### config.mk
export PLATFORM = sky130hd
export DESIGN_NAME = mv_pwm_driver
export DESIGN_NICKNAME = d
export VERILOG_FILES = /design/src/rtl/mv_pwm_driver.sv
export SDC_FILE = /design/constraint.sdc
export NUM_CORES = 1
export LEC_CHECK = 0
export BUFFER_PORTS_ARGS = -buffer_cell sky130_fd_sc_hd__clkbuf_2
export CAP_MARGIN = 0
export CORE_MARGIN = 8
export CORE_UTILIZATION = 47
export DETAILED_ROUTE_END_ITERATION = 7
export MAX_ROUTING_LAYER = met4
export PLACE_DENSITY = 0.75
export SYNTH_ARGS = -nofsm -noshare
export SYNTH_HDL_FRONTEND = slang
export SYNTH_SLANG_ARGS = --single-unit
### constraint.sdc
create_clock -name clk -period 2.1 [get_ports clk]
set_clock_uncertainty 0.1 [all_clocks]
set_input_delay 0.21 -clock clk [delete_from_list [all_inputs] [get_ports clk]]
set_output_delay 0.21 -clock clk [all_outputs]
set_load 0.1 [all_outputs]
### src/rtl/mv_pwm_driver.sv
// Purpose : scales and saturates the PID manipulation value into a PWM duty and
//           double-buffers it to period boundaries. Drives the PWM waveform and
//           latches a fault after a run of overflow-flagged samples.
// Latency : sample -> pending 1 edge; pending -> duty at the next wrap.
//           pwm_out_o/period_start_o lag cnt/duty by 1 cycle.
// Backpr. : none; every mv_valid_i strobe is consumed (accepted or discarded) at once.
// Ports   : clk, rst (async, active high)
//           mv_i[31:0] signed MV, of_i[4:0] overflow flags, mv_valid_i sample strobe,
//           fault_clr_i leave-FAULT request
//           pwm_out_o, period_start_o, duty_o[PWM_BITS-1:0] active duty,
//           sat_hi_o / sat_lo_o clip flags of the last accepted sample, fault_o
module mv_pwm_driver #(
  parameter int SHIFT       = 16,
  parameter int PWM_BITS    = 10,
  parameter int FAULT_LIMIT = 4
) (
  input  logic                clk,
  input  logic                rst,
  input  logic [31:0]         mv_i,
  input  logic [4:0]          of_i,
  input  logic                mv_valid_i,
  input  logic                fault_clr_i,
  output logic                pwm_out_o,
  output logic                period_start_o,
  output logic [PWM_BITS-1:0] duty_o,
  output logic                sat_hi_o,
  output logic                sat_lo_o,
  output logic                fault_o
);

  localparam int MAX = (2 ** PWM_BITS) - 1;
  localparam int BCW = $clog2(FAULT_LIMIT + 1);
  localparam logic [BCW-1:0]      BAD_LIM = BCW'(FAULT_LIMIT);
  localparam logic [PWM_BITS-1:0] CNT_TOP = PWM_BITS'(MAX - 1);
  localparam logic [PWM_BITS-1:0] DUTY_MAX = PWM_BITS'(MAX);

  typedef enum logic {RUN = 1'b0, FAULT = 1'b1} state_e;

  state_e              state_q, state_d;
  logic [PWM_BITS-1:0] cnt_q, cnt_d;
  logic [PWM_BITS-1:0] duty_q, duty_d;
  logic [PWM_BITS-1:0] pending_q, pending_d;
  logic                sat_hi_q, sat_hi_d;
  logic                sat_lo_q, sat_lo_d;
  logic [BCW-1:0]      bad_cnt_q, bad_cnt_d;
  logic                pwm_q, pwm_d;
  logic                ps_q, ps_d;
  // Low for the first edge after reset release so the counter holds 0 for one
  // extra cycle; the first period_start pulse then lands on the 2nd edge.
  logic                go_q;

  logic signed [31:0]  scaled;
  logic [PWM_BITS-1:0] sample_dat;
  logic                sample_hi;
  logic                sample_lo;
  logic [BCW-1:0]      bad_inc;
  logic                wrap;

  // Scale and clip the incoming sample.
  always_comb begin
    scaled     = $signed(mv_i) >>> SHIFT;
    sample_dat = scaled[PWM_BITS-1:0];
    sample_hi  = 1'b0;
    sample_lo  = 1'b0;
    if (scaled < 0) begin
      sample_dat = '0;
      sample_lo  = 1'b1;
    end else if (scaled > MAX) begin
      sample_dat = DUTY_MAX;
      sample_hi  = 1'b1;
    end
  end

  assign bad_inc = (bad_cnt_q == BAD_LIM) ? bad_cnt_q : bad_cnt_q + BCW'(1);
  assign wrap    = go_q && (cnt_q == CNT_TOP);

  always_comb begin
    state_d   = state_q;
    pending_d = pending_q;
    sat_hi_d  = sat_hi_q;
    sat_lo_d  = sat_lo_q;
    bad_cnt_d = bad_cnt_q;
    cnt_d     = cnt_q;
    duty_d    = duty_q;

    unique case (state_q)
      RUN: begin
        if (mv_valid_i && (of_i == '0)) begin
          pending_d = sample_dat;
          sat_hi_d  = sample_hi;
          sat_lo_d  = sample_lo;
          bad_cnt_d = '0;
        end else if (mv_valid_i) begin
          bad_cnt_d = bad_inc;
          if (bad_inc == BAD_LIM) state_d = FAULT;
        end
        // A trip on the same cycle takes precedence over the clear.
        if (fault_clr_i && (state_d == RUN)) bad_cnt_d = '0;
      end
      FAULT: begin
        if (fault_clr_i) begin
          state_d   = RUN;
          bad_cnt_d = '0;
        end
      end
      default: state_d = RUN;
    endcase

    if (go_q) cnt_d = wrap ? '0 : cnt_q + PWM_BITS'(1);
    // Old pending is loaded on the wrap even if a new sample lands this cycle.
    if (wrap) duty_d = pending_q;

    // Entering or staying in FAULT zeroes the duty path, including on the trip edge.
    if (state_d == FAULT) begin
      pending_d = '0;
      duty_d    = '0;
      sat_hi_d  = 1'b0;
      sat_lo_d  = 1'b0;
    end
  end

  assign pwm_d = (state_q == RUN) && (cnt_q < duty_q);
  assign ps_d  = go_q && (cnt_q == '0);

  always_ff @(posedge clk or posedge rst) begin
    if (rst) begin
      state_q   <= RUN;
      cnt_q     <= '0;
      duty_q    <= '0;
      pending_q <= '0;
      sat_hi_q  <= 1'b0;
      sat_lo_q  <= 1'b0;
      bad_cnt_q <= '0;
      pwm_q     <= 1'b0;
      ps_q      <= 1'b0;
      go_q      <= 1'b0;
    end else begin
      state_q   <= state_d;
      cnt_q     <= cnt_d;
      duty_q    <= duty_d;
      pending_q <= pending_d;
      sat_hi_q  <= sat_hi_d;
      sat_lo_q  <= sat_lo_d;
      bad_cnt_q <= bad_cnt_d;
      pwm_q     <= pwm_d;
      ps_q      <= ps_d;
      go_q      <= 1'b1;
    end
  end

  assign pwm_out_o      = pwm_q;
  assign period_start_o = ps_q;
  assign duty_o         = duty_q;
  assign sat_hi_o       = sat_hi_q;
  assign sat_lo_o       = sat_lo_q;
  assign fault_o        = (state_q == FAULT);

endmodule

==> metrics, run 1 <==
largest net degree at the start of global routing 40; reg-to-reg endpoint pending_q[8]; critical path class flop to flop; leak pwr around 0.0012 uW; fin cells ~330; Post-Synthesis Cell Area around 0.0021 mm2; initial antenna violation count 0; CP Launch Type flop; Clock Tree Buf Depth 2; post-synthesis adder-cell area fraction 0.0820; fill cell count around 360; unrepaired setup endpoints after global routing yes; DRC violations left 0; Post-synth EDFFs 0; share of cells above drive strength 1 0.301; Hold Vio Cnt, Final 0; Tightest Hold Check Type input port to flop; CP max FO 6; Nets roughly 330; CTS clk-pin slew, worst paths roughly 0.08 ns; Placed Instances 317; diode count 0; worst setup margin -0.0156 ns; Final Cycle Share 1.01; Async SR Flop Fraction 1.00; Syn Area/Cell between 9 and 10 um2; internal power 1730 uW; commonest non-fill, non-tap cell in the layout clkbuf_2; Placement Cell Area about 0.0024 mm2; max-slew violation count 0; grt ovf 0; worst r2r src bad_cnt_q[1]; post-synth top area share 0.457; global-route wire length before repair between 8 and 9 mm; via/cell ratio roughly 5.2; simple-gate share of the synthesized area 0.187; Area growth syn-to-layout 25.9%; Root Driver clkbuf_8; #FFs+latches synth 39; Slew @ Worst Pin 0.549 ns; post-route cell area 0.00269 mm2; power per cell area around 1000 mW/mm2; Sw Ratio 0.380; CTS tree built; status finished, violations left; Max VDD drop about 0.44 mV; Rel. slew slack 0.636; Critical Path Sink Type flop; Synth Area in XOR/XNOR 0.0246; Total Die Area about 0.007 mm2; synth top area cells dfrtp_1 46%, ha_1 8.2%, mux2i_1 5.2%; Clk pwr share 0.233; synth warn 0; Die Span X 83.4 um; largest area contributor in the netlist dfrtp_1; worst skew pair latency between 0.2 and 0.3 ns; Final ANT Viol Nets 0; FP Rows 24; Worst Setup SP bad_cnt_q[1]; fin util 0.618; Arr. time, crit path roughly 2.2 ns; CP Cell Sequence ha_2 -> or3b_1 -> a311o_1 -> o31ai_4 -> buf_6 -> clkbuf_16 -> a21oi_1; total CTS buffers 5; compound-cell area share of the yosys netlist 0.136; PortBufs 39; final WL 4.86 mm; Flop pwr share 0.367; delay-heaviest family, CP compound AO/OA/AOI/OAI gates; FF-to-FF setup slack -0.02 ns; slowest CP cell dfrtp_1; Synth cell types 41; sequential share of the synthesized area 0.457; syn_nets between 200 and 300; RePlAce Congestion 0.800; WL/cell 14.7 um; DP HPWL approximately 3.4 mm; FF-to-FF path depth 7; die height roughly 83 um; Bufs and invs on worst path 2; Initial Utilization 0.491; NetSw ~1100 uW; worst path required time around 2.2 ns; max_cap viols 0; crit path time final 2.12 ns; worst hold stages 2; drt pass-1 iters 4; mux contribution to synthesized area 0.0516; TritonCTS Sinks 39; critical path depth 7; CP endpoint pending_q[8]; Setup violations, final 6; prevailing post-synth register cell dfrtp_1; via count about 1700; Synth Instances 225; failing checks setup timing; Comb power frac 0.401; Total Routing Usage GR 0.146; H-tree Lvls 2; most frequent cells in the layout 39 x clkbuf_2, 36 x dfrtp_1, 24 x nand2_1; largest family of logic cells by synthesized area simple AND/OR/NAND/NOR gates; I/O pin cnt 56; vias in the first global route roughly 1900; Critical Path Max Stage Delay approximately 0.40 ns; Initial DRC Count 81; max frequency roughly 470 MHz; core area 0.00435 mm2
## power groups by stage
stage	clock (uW)	combinational [uW]	sequential (uW)
2_1_floorplan	0	545	1210
3_3_place_gp	0	926	1030
3_5_place_dp	0	942	1040
4_1_cts	667	949	1020
5_1_grt	690	1230	1050
6_report	649	1120	1020
## layout make-up
| class | count | area, um2 | area share |
|---|---|---|---|
| inverters | 19 | 71.3 | 0.0265 |
| repair buffers | 55 | 373 | 0.139 |
| clock inverters | 2 | 35.0 | 0.0130 |
| flip-flops and latches | 39 | 980 | 0.364 |
| clock buffers | 6 | 82.6 | 0.0307 |
| well taps | 52 | 65.1 | 0.0242 |
| multi-input cells | 158 | 1080 | 0.403 |
## worst min path at each step
stage,from,end,slack (ns)
after global routing,fault_clr_i,bad_cnt_q[1],0.07
after CTS,fault_clr_i,bad_cnt_q[1],0.05
after detailed placement,rst,bad_cnt_q[0],0.24
after floorplan,fault_clr_i,bad_cnt_q[0],0.17
final,fault_clr_i,bad_cnt_q[1],0.06
after global placement,rst,bad_cnt_q[0],0.24
## flip-flops by register name (all words and copies together), names as in the netlist, 3 cells and up
register   cells
duty_o        10
cnt_q         10
pending_q     10
bad_cnt_q      3
## Yosys cell counts, types with 2 or more instances
master    count
a21oi_1      17
buf_2         2
buf_6         2
clkbuf_1      4
dfrtp_1      39
ha_1         14
inv_1        19
mux2i_1      11
nand2_1      24
nand2b_1      6
nand3_1       4
nand4_1       3
nor2_1       23
nor3_1        3
nor4_1        5
o21ai_0      17
o22ai_1       2
or3_1         2
or4b_2        2
xnor2_1       4
xor2_1        2
## per-layer routing
layer,vias up,track usage,wire length [um]
li1,883,-,-
met1,811,0.163,2230
met2,34,0.236,2320
met3,9,0.0371,226
met4,0,0.0785,87
met5,-,-,0
## logic make-up after synthesis
logic type	after synthesis
AOI/OAI and AO/OA	47
xor gates and xnor gates	6
adders and majority gates	14
buffers and inverters	28
DFF	39
muxes	11
other	1
and+or+nand+nor	79
## through the flow
step                total power [uW]  setup slack [ns]  hold slack (ns)  setup TNS (ns)
floorplan                       1760           -0.0354            0.173         -0.0354
global placement                1960            0.0525            0.237               0
detailed placement              1980            0.0309            0.239               0
CTS                             2640            0.0227           0.0490               0
global route                    2970            -0.112           0.0668           -1.94
finish                          2790           -0.0156           0.0592         -0.0406
## repair_timing
action,CTS,global route
buffers inserted,0,2
resized for setup,0,14
setup endpoints to repair,0,21
hold endpoints to repair,39,0
hold buffers,1,0
(Power assumes the default switching activity.)
==> run 2, diff against run 1 <==
MAX_ROUTING_LAYER = not set   (was met4)
==> metrics, run 2 (synthesis gave the netlist of run 1 again) <==
status finished, violations left (unchanged); failing checks setup timing (unchanged); Hold Vio Cnt, Final 0 (unchanged); fill cell count 356 (unchanged); commonest non-fill, non-tap cell in the layout clkbuf_2 (unchanged); Slew @ Worst Pin 0.549 ns (about the same); Final Cycle Share 1.01 (about the same); CTS tree built (unchanged); Setup violations, final 6 (unchanged); hold_ws 0.0616 ns (was 0.0592 ns); RePlAce Congestion 0.789 (was 0.800); drt pass-1 iters 4 (unchanged); core area 0.00435 mm2 (unchanged); Sw Ratio 0.380 (about the same); Total Die Area 0.00696 mm2 (unchanged); Comb power frac 0.402 (was 0.401); Max VDD drop 0.438 mV (about the same); H-tree Lvls 2 (unchanged); via count 1744 (was 1737); Final ANT Viol Nets 0 (unchanged); Nets 333 (unchanged); CP max FO 6 (unchanged); total CTS buffers 5 (unchanged); worst setup margin -0.0159 ns (was -0.0156 ns); Rel. slew slack 0.636 (about the same); TritonCTS Sinks 39 (unchanged); Root Driver clkbuf_8 (unchanged); leak pwr 0.00123 uW (about the same); Top Layer Used met4 (unchanged); grt ovf 0 (unchanged); Total Routing Usage GR 0.142 (was 0.146); worst skew pair latency 0.29 ns (about the same); max-slew violation count 0 (unchanged); CP Launch Type flop (unchanged); I/O pin cnt 56 (unchanged); Arr. time, crit path 2.19 ns (about the same); PortBufs 39 (unchanged); worst path required time 2.18 ns (about the same); vias in the first global route 1858 (was 1855); Multi-input gate area 0.00109 mm2 (was 0.00108 mm2); largest net degree at the start of global routing 40 (unchanged); FF-to-FF setup slack -0.02 ns (about the same); fin cells 331 (unchanged); critical path class flop to flop (unchanged); Seq. cell area 980 um2 (unchanged); most frequent cells in the layout 39 x clkbuf_2, 36 x dfrtp_1, 24 x nand2_1 (unchanged); NetSw 1060 uW (about the same); final WL 4.82 mm (was 4.86 mm); Clk pwr share 0.231 (was 0.233); DR WL met3 216 um (was 226 um); Area growth syn-to-layout 26.1% (was 25.9%); Critical Path Sink Type flop (unchanged); WL/cell 14.6 um (was 14.7 um); Placed Instances 317 (unchanged); power per cell area 1040 mW/mm2 (about the same); max_cap viols 0 (unchanged); via/cell ratio 5.27 (was 5.25); initial antenna violation count 0 (unchanged); diode count 0 (unchanged); DP HPWL 3.41 mm (unchanged); CTS clk-pin slew, worst paths 0.07 ns (was 0.08 ns); Clock Tree Buf Depth 2 (unchanged); crit path time final 2.12 ns (about the same); Initial DRC Count 73 (was 81); FP Rows 24 (unchanged); Tightest Hold Check Type input port to flop (unchanged); M1 WL 2.21 mm (was 2.23 mm); Die Span X 83.4 um (unchanged); Routed met2 length 2.29 mm (was 2.32 mm); global-route wire length before repair 8.31 mm (was 8.32 mm); die height 83.4 um (unchanged); DRC violations left 0 (unchanged); unrepaired setup endpoints after global routing yes (unchanged); share of cells above drive strength 1 0.308 (was 0.301); Flop pwr share 0.367 (about the same); internal power 1730 uW (about the same); max frequency 473 MHz (about the same); setup TNS -0.0383 ns (was -0.0406 ns); Initial Utilization 0.491 (unchanged)
-- run 2: cell counts in the layout (fill, tap and decap cells not counted) --
Identical to the previous run, type by type.
-- run 2: final cells by class --
cell class	instances	area share
Tap cell	52	0.0242
Clock buffer	6	0.0307
Clock inverter	2	0.0130
Timing Repair Buffer	55	0.138
Inverter	19	0.0265
Multi-Input combinational cell	158	0.404
Sequential cell	39	0.364
-- run 2: worst paths after layout --
path / startpoint / endpoint / cells past startpoint
max in group asynchronous: rst / duty_o[1] / 4
hold reg to reg: pending_q[1] / pending_q[1] / 2
setup / recovery: bad_cnt_q[1] / pending_q[8] / 7
hold / removal: fault_clr_i / bad_cnt_q[1] / 2
min in group asynchronous: rst / bad_cnt_q[1] / 4
setup reg to reg: bad_cnt_q[1] / pending_q[8] / 7
-- run 2: per-layer routing --
metal  track usage  vias up
li1              -      881
met1         0.163      816
met2         0.236       36
met3        0.0371       11
met4        0.0785        0
met5             0        -
-- run 2: metrics by stage --
step	total power (uW)	utilization	instance area, um2	worst slack [ns]
5_1_grt	2970	0.619	2690	-0.108
3_5_place_dp	1980	0.560	2440	0.0309
3_3_place_gp	1960	0.560	2440	0.0525
2_1_floorplan	1760	-	2140	-0.0354
6_report	2790	0.619	2690	-0.0159
4_1_cts	2640	0.589	2570	0.0227
-- run 2: critical path: stages (launching register included) --
cell and delay [ns]:
dfrtp_1 0.40, ha_2 0.19, or3b_1 0.36, a311o_1 0.34, o31ai_4 0.24, buf_6 0.17, clkbuf_16 0.15, a21oi_1 0.04
-- run 2: timing repair --
action | CTS | global route
hold buffers | 1 | 0
setup endpoints to repair | 0 | 21
endpoints found under the hold margin | 39 | 0
gates resized for setup | 0 | 16
buffers inserted | 0 | 2
-- run 2: power by group through the flow --
stage	clock, uW	combinational [uW]	sequential (uW)
4_1_cts	667	949	1020
3_3_place_gp	0	926	1030
6_report	646	1120	1020
2_1_floorplan	0	545	1210
5_1_grt	686	1240	1050
3_5_place_dp	0	942	1040
==> run 3, diff against run 2 <==
==> constraint.sdc (replaced) <==
create_clock -name clk -period 2.1 [get_ports clk]
set_clock_uncertainty 0.1 [all_clocks]
set_input_delay 0.105 -clock clk [delete_from_list [all_inputs] [get_ports clk]]
set_output_delay 0.105 -clock clk [all_outputs]
set_load 0.1 [all_outputs]
==> metrics, run 3 (synthesis gave the netlist of run 1 again) <==
status finished, violations left (unchanged); failing checks setup timing (unchanged); worst path required time 2.19 ns (was 2.18 ns); Worst Hold End pending_q[1] (was bad_cnt_q[1]); FP Rows 24 (unchanged); largest net degree at the start of global routing 40 (unchanged); CTS clk-pin slew, worst paths 0.08 ns (was 0.07 ns); grt ovf 0 (unchanged); max-slew violation count 0 (unchanged); worst hold stages 3 (was 2); Total Die Area 0.00696 mm2 (unchanged); CP max FO 6 (unchanged); H-tree Lvls 2 (unchanged); worst skew pair latency 0.29 ns (about the same); Final ANT Viol Nets 0 (unchanged); via/cell ratio 5.38 (was 5.27); unrepaired setup endpoints after global routing yes (unchanged); drt pass-1 iters 4 (unchanged); max frequency 469 MHz (was 473 MHz); worst r2r src bad_cnt_q[0] (was bad_cnt_q[1]); Max VDD drop 0.610 mV (was 0.438 mV); leak pwr 0.00122 uW (was 0.00123 uW); Nets 333 (unchanged); hold_ws 0.0246 ns (was 0.0616 ns); DP HPWL 3.40 mm (was 3.41 mm); PortBufs 39 (unchanged); fin util 0.614 (was 0.619); Hold Vio Cnt, Final 0 (unchanged); I/O pin cnt 56 (unchanged); power per cell area 1040 mW/mm2 (about the same); Setup violations, final 17 (was 6); Seq. cell area 980 um2 (unchanged); DRC violations left 0 (unchanged); WL/cell 14.7 um (was 14.6 um); Placement Cell Area 0.00243 mm2 (was 0.00244 mm2); max_cap viols 0 (unchanged); Rel. slew slack 0.633 (was 0.636); critical path class flop to flop (unchanged); commonest non-fill, non-tap cell in the layout clkbuf_2 (unchanged); total CTS buffers 5 (unchanged); Die Span X 83.4 um (unchanged); core area 0.00435 mm2 (unchanged); CTS tree built (unchanged); Final Cycle Share 1.02 (was 1.01); Tightest Hold Check Type input port to flop (unchanged); reg-to-reg endpoint pending_q[4] (was pending_q[8]); worst setup margin -0.0324 ns (was -0.0159 ns); Placed Instances 316 (was 317); post-route cell area 0.00267 mm2 (was 0.00269 mm2); die height 83.4 um (unchanged); crit path time final 2.13 ns (was 2.12 ns); Hold Startpoint mv_i[17] (was fault_clr_i); via count 1780 (was 1744); fill cell count 379 (was 356); share of cells above drive strength 1 0.287 (was 0.308); final WL 4.88 mm (was 4.82 mm); overall power 2770 uW (was 2790 uW); CP Launch Type flop (unchanged); Root Driver clkbuf_8 (unchanged); most frequent cells in the layout 39 x clkbuf_2, 36 x dfrtp_1, 24 x nand2_1 (unchanged); Slew @ Worst Pin 0.553 ns (was 0.549 ns); FF-to-FF path depth 8 (was 7); Initial Utilization 0.491 (unchanged); FF-to-FF setup slack -0.03 ns (was -0.02 ns); global-route wire length before repair 8.31 mm (about the same); Multi-input gate area 0.00107 mm2 (was 0.00109 mm2); Area growth syn-to-layout 25.1% (was 26.1%); vias in the first global route 1816 (was 1858); TritonCTS Sinks 39 (unchanged); RePlAce Congestion 0.788 (was 0.789); Clock Tree Buf Depth 2 (unchanged); Critical Path Sink Type flop (unchanged); initial antenna violation count 0 (unchanged); Initial DRC Count 67 (was 73); Arr. time, crit path 2.22 ns (was 2.19 ns); fin cells 331 (unchanged); Total Routing Usage GR 0.142 (about the same); diode count 0 (unchanged)
## run 3: cell count changes in the layout (fill, tap and decap cells not counted)
cell	before	now
dlygate4sd3_1	1	2
clkbuf_8	6	5
nor2_2	5	3
a21oi_2	7	5
a21oi_1	11	13
clkinv_4	0	1
nor2_1	17	20
nor2_4	1	0
buf_4	10	9
## run 3: power by group
| group | internal (uW) | switching [uW] |
|---|---|---|
| Combinational | 472 | 647 |
| Clock | 354 | 270 |
| Sequential | 876 | 150 |
| Total | 1700 | 1070 |
## run 3: per-layer routing
metal	GRT usage	share of wire
met2	0.240	0.49
met3	0.0410	0.037
met5	0	0
met4	0.0518	0.012
met1	0.165	0.46
## run 3: worst max path at each step
stage,start,end,slack [ns],cells past startpoint
6_report,bad_cnt_q[0],pending_q[4],-0.03,8
5_1_grt,bad_cnt_q[0],duty_o[5],-0.12,8
4_1_cts,bad_cnt_q[0],duty_o[0],-0.0004,7
3_5_place_dp,bad_cnt_q[0],duty_o[0],0.009,7
3_3_place_gp,bad_cnt_q[0],pending_q[1],0.05,7
2_1_floorplan,duty_o[5],pwm_out_o,-0.04,5
## run 3: final cells by class
type                    instances  share of cell area
repair buffers                 55               0.141
multi-input cells             158               0.400
well taps                      52              0.0244
flip-flops and latches         39               0.367
clock buffers                   5              0.0258
inverters                      19              0.0267
clock inverters                 3              0.0164
## run 3: metrics by stage
stage,setup WS [ns],TNS [ns]
after floorplan,-0.0354,-0.0354
after global placement,0.0536,0
after detailed placement,0.00917,0
after CTS,-0.000372,-0.000372
after global routing,-0.116,-2.12
final,-0.0324,-0.310
## run 3: critical path, cell delays in order (launching register included)
cell and delay (ns):
dfrtp_1 0.38, inv_1 0.06, ha_2 0.17, or3b_1 0.36, a311o_1 0.38, o31ai_4 0.20, buf_6 0.17, clkbuf_16 0.16
a21oi_1 0.04
## run 3: repair_timing
item | CTS | global route
setup endpoints to repair | 1 | 22
setup buffers | 0 | 2
resized for setup | 1 | 9
pin swaps | 0 | 2
endpoints found under the hold margin | 41 | 0
hold buffers | 2 | 0
gates cloned | 0 | 3
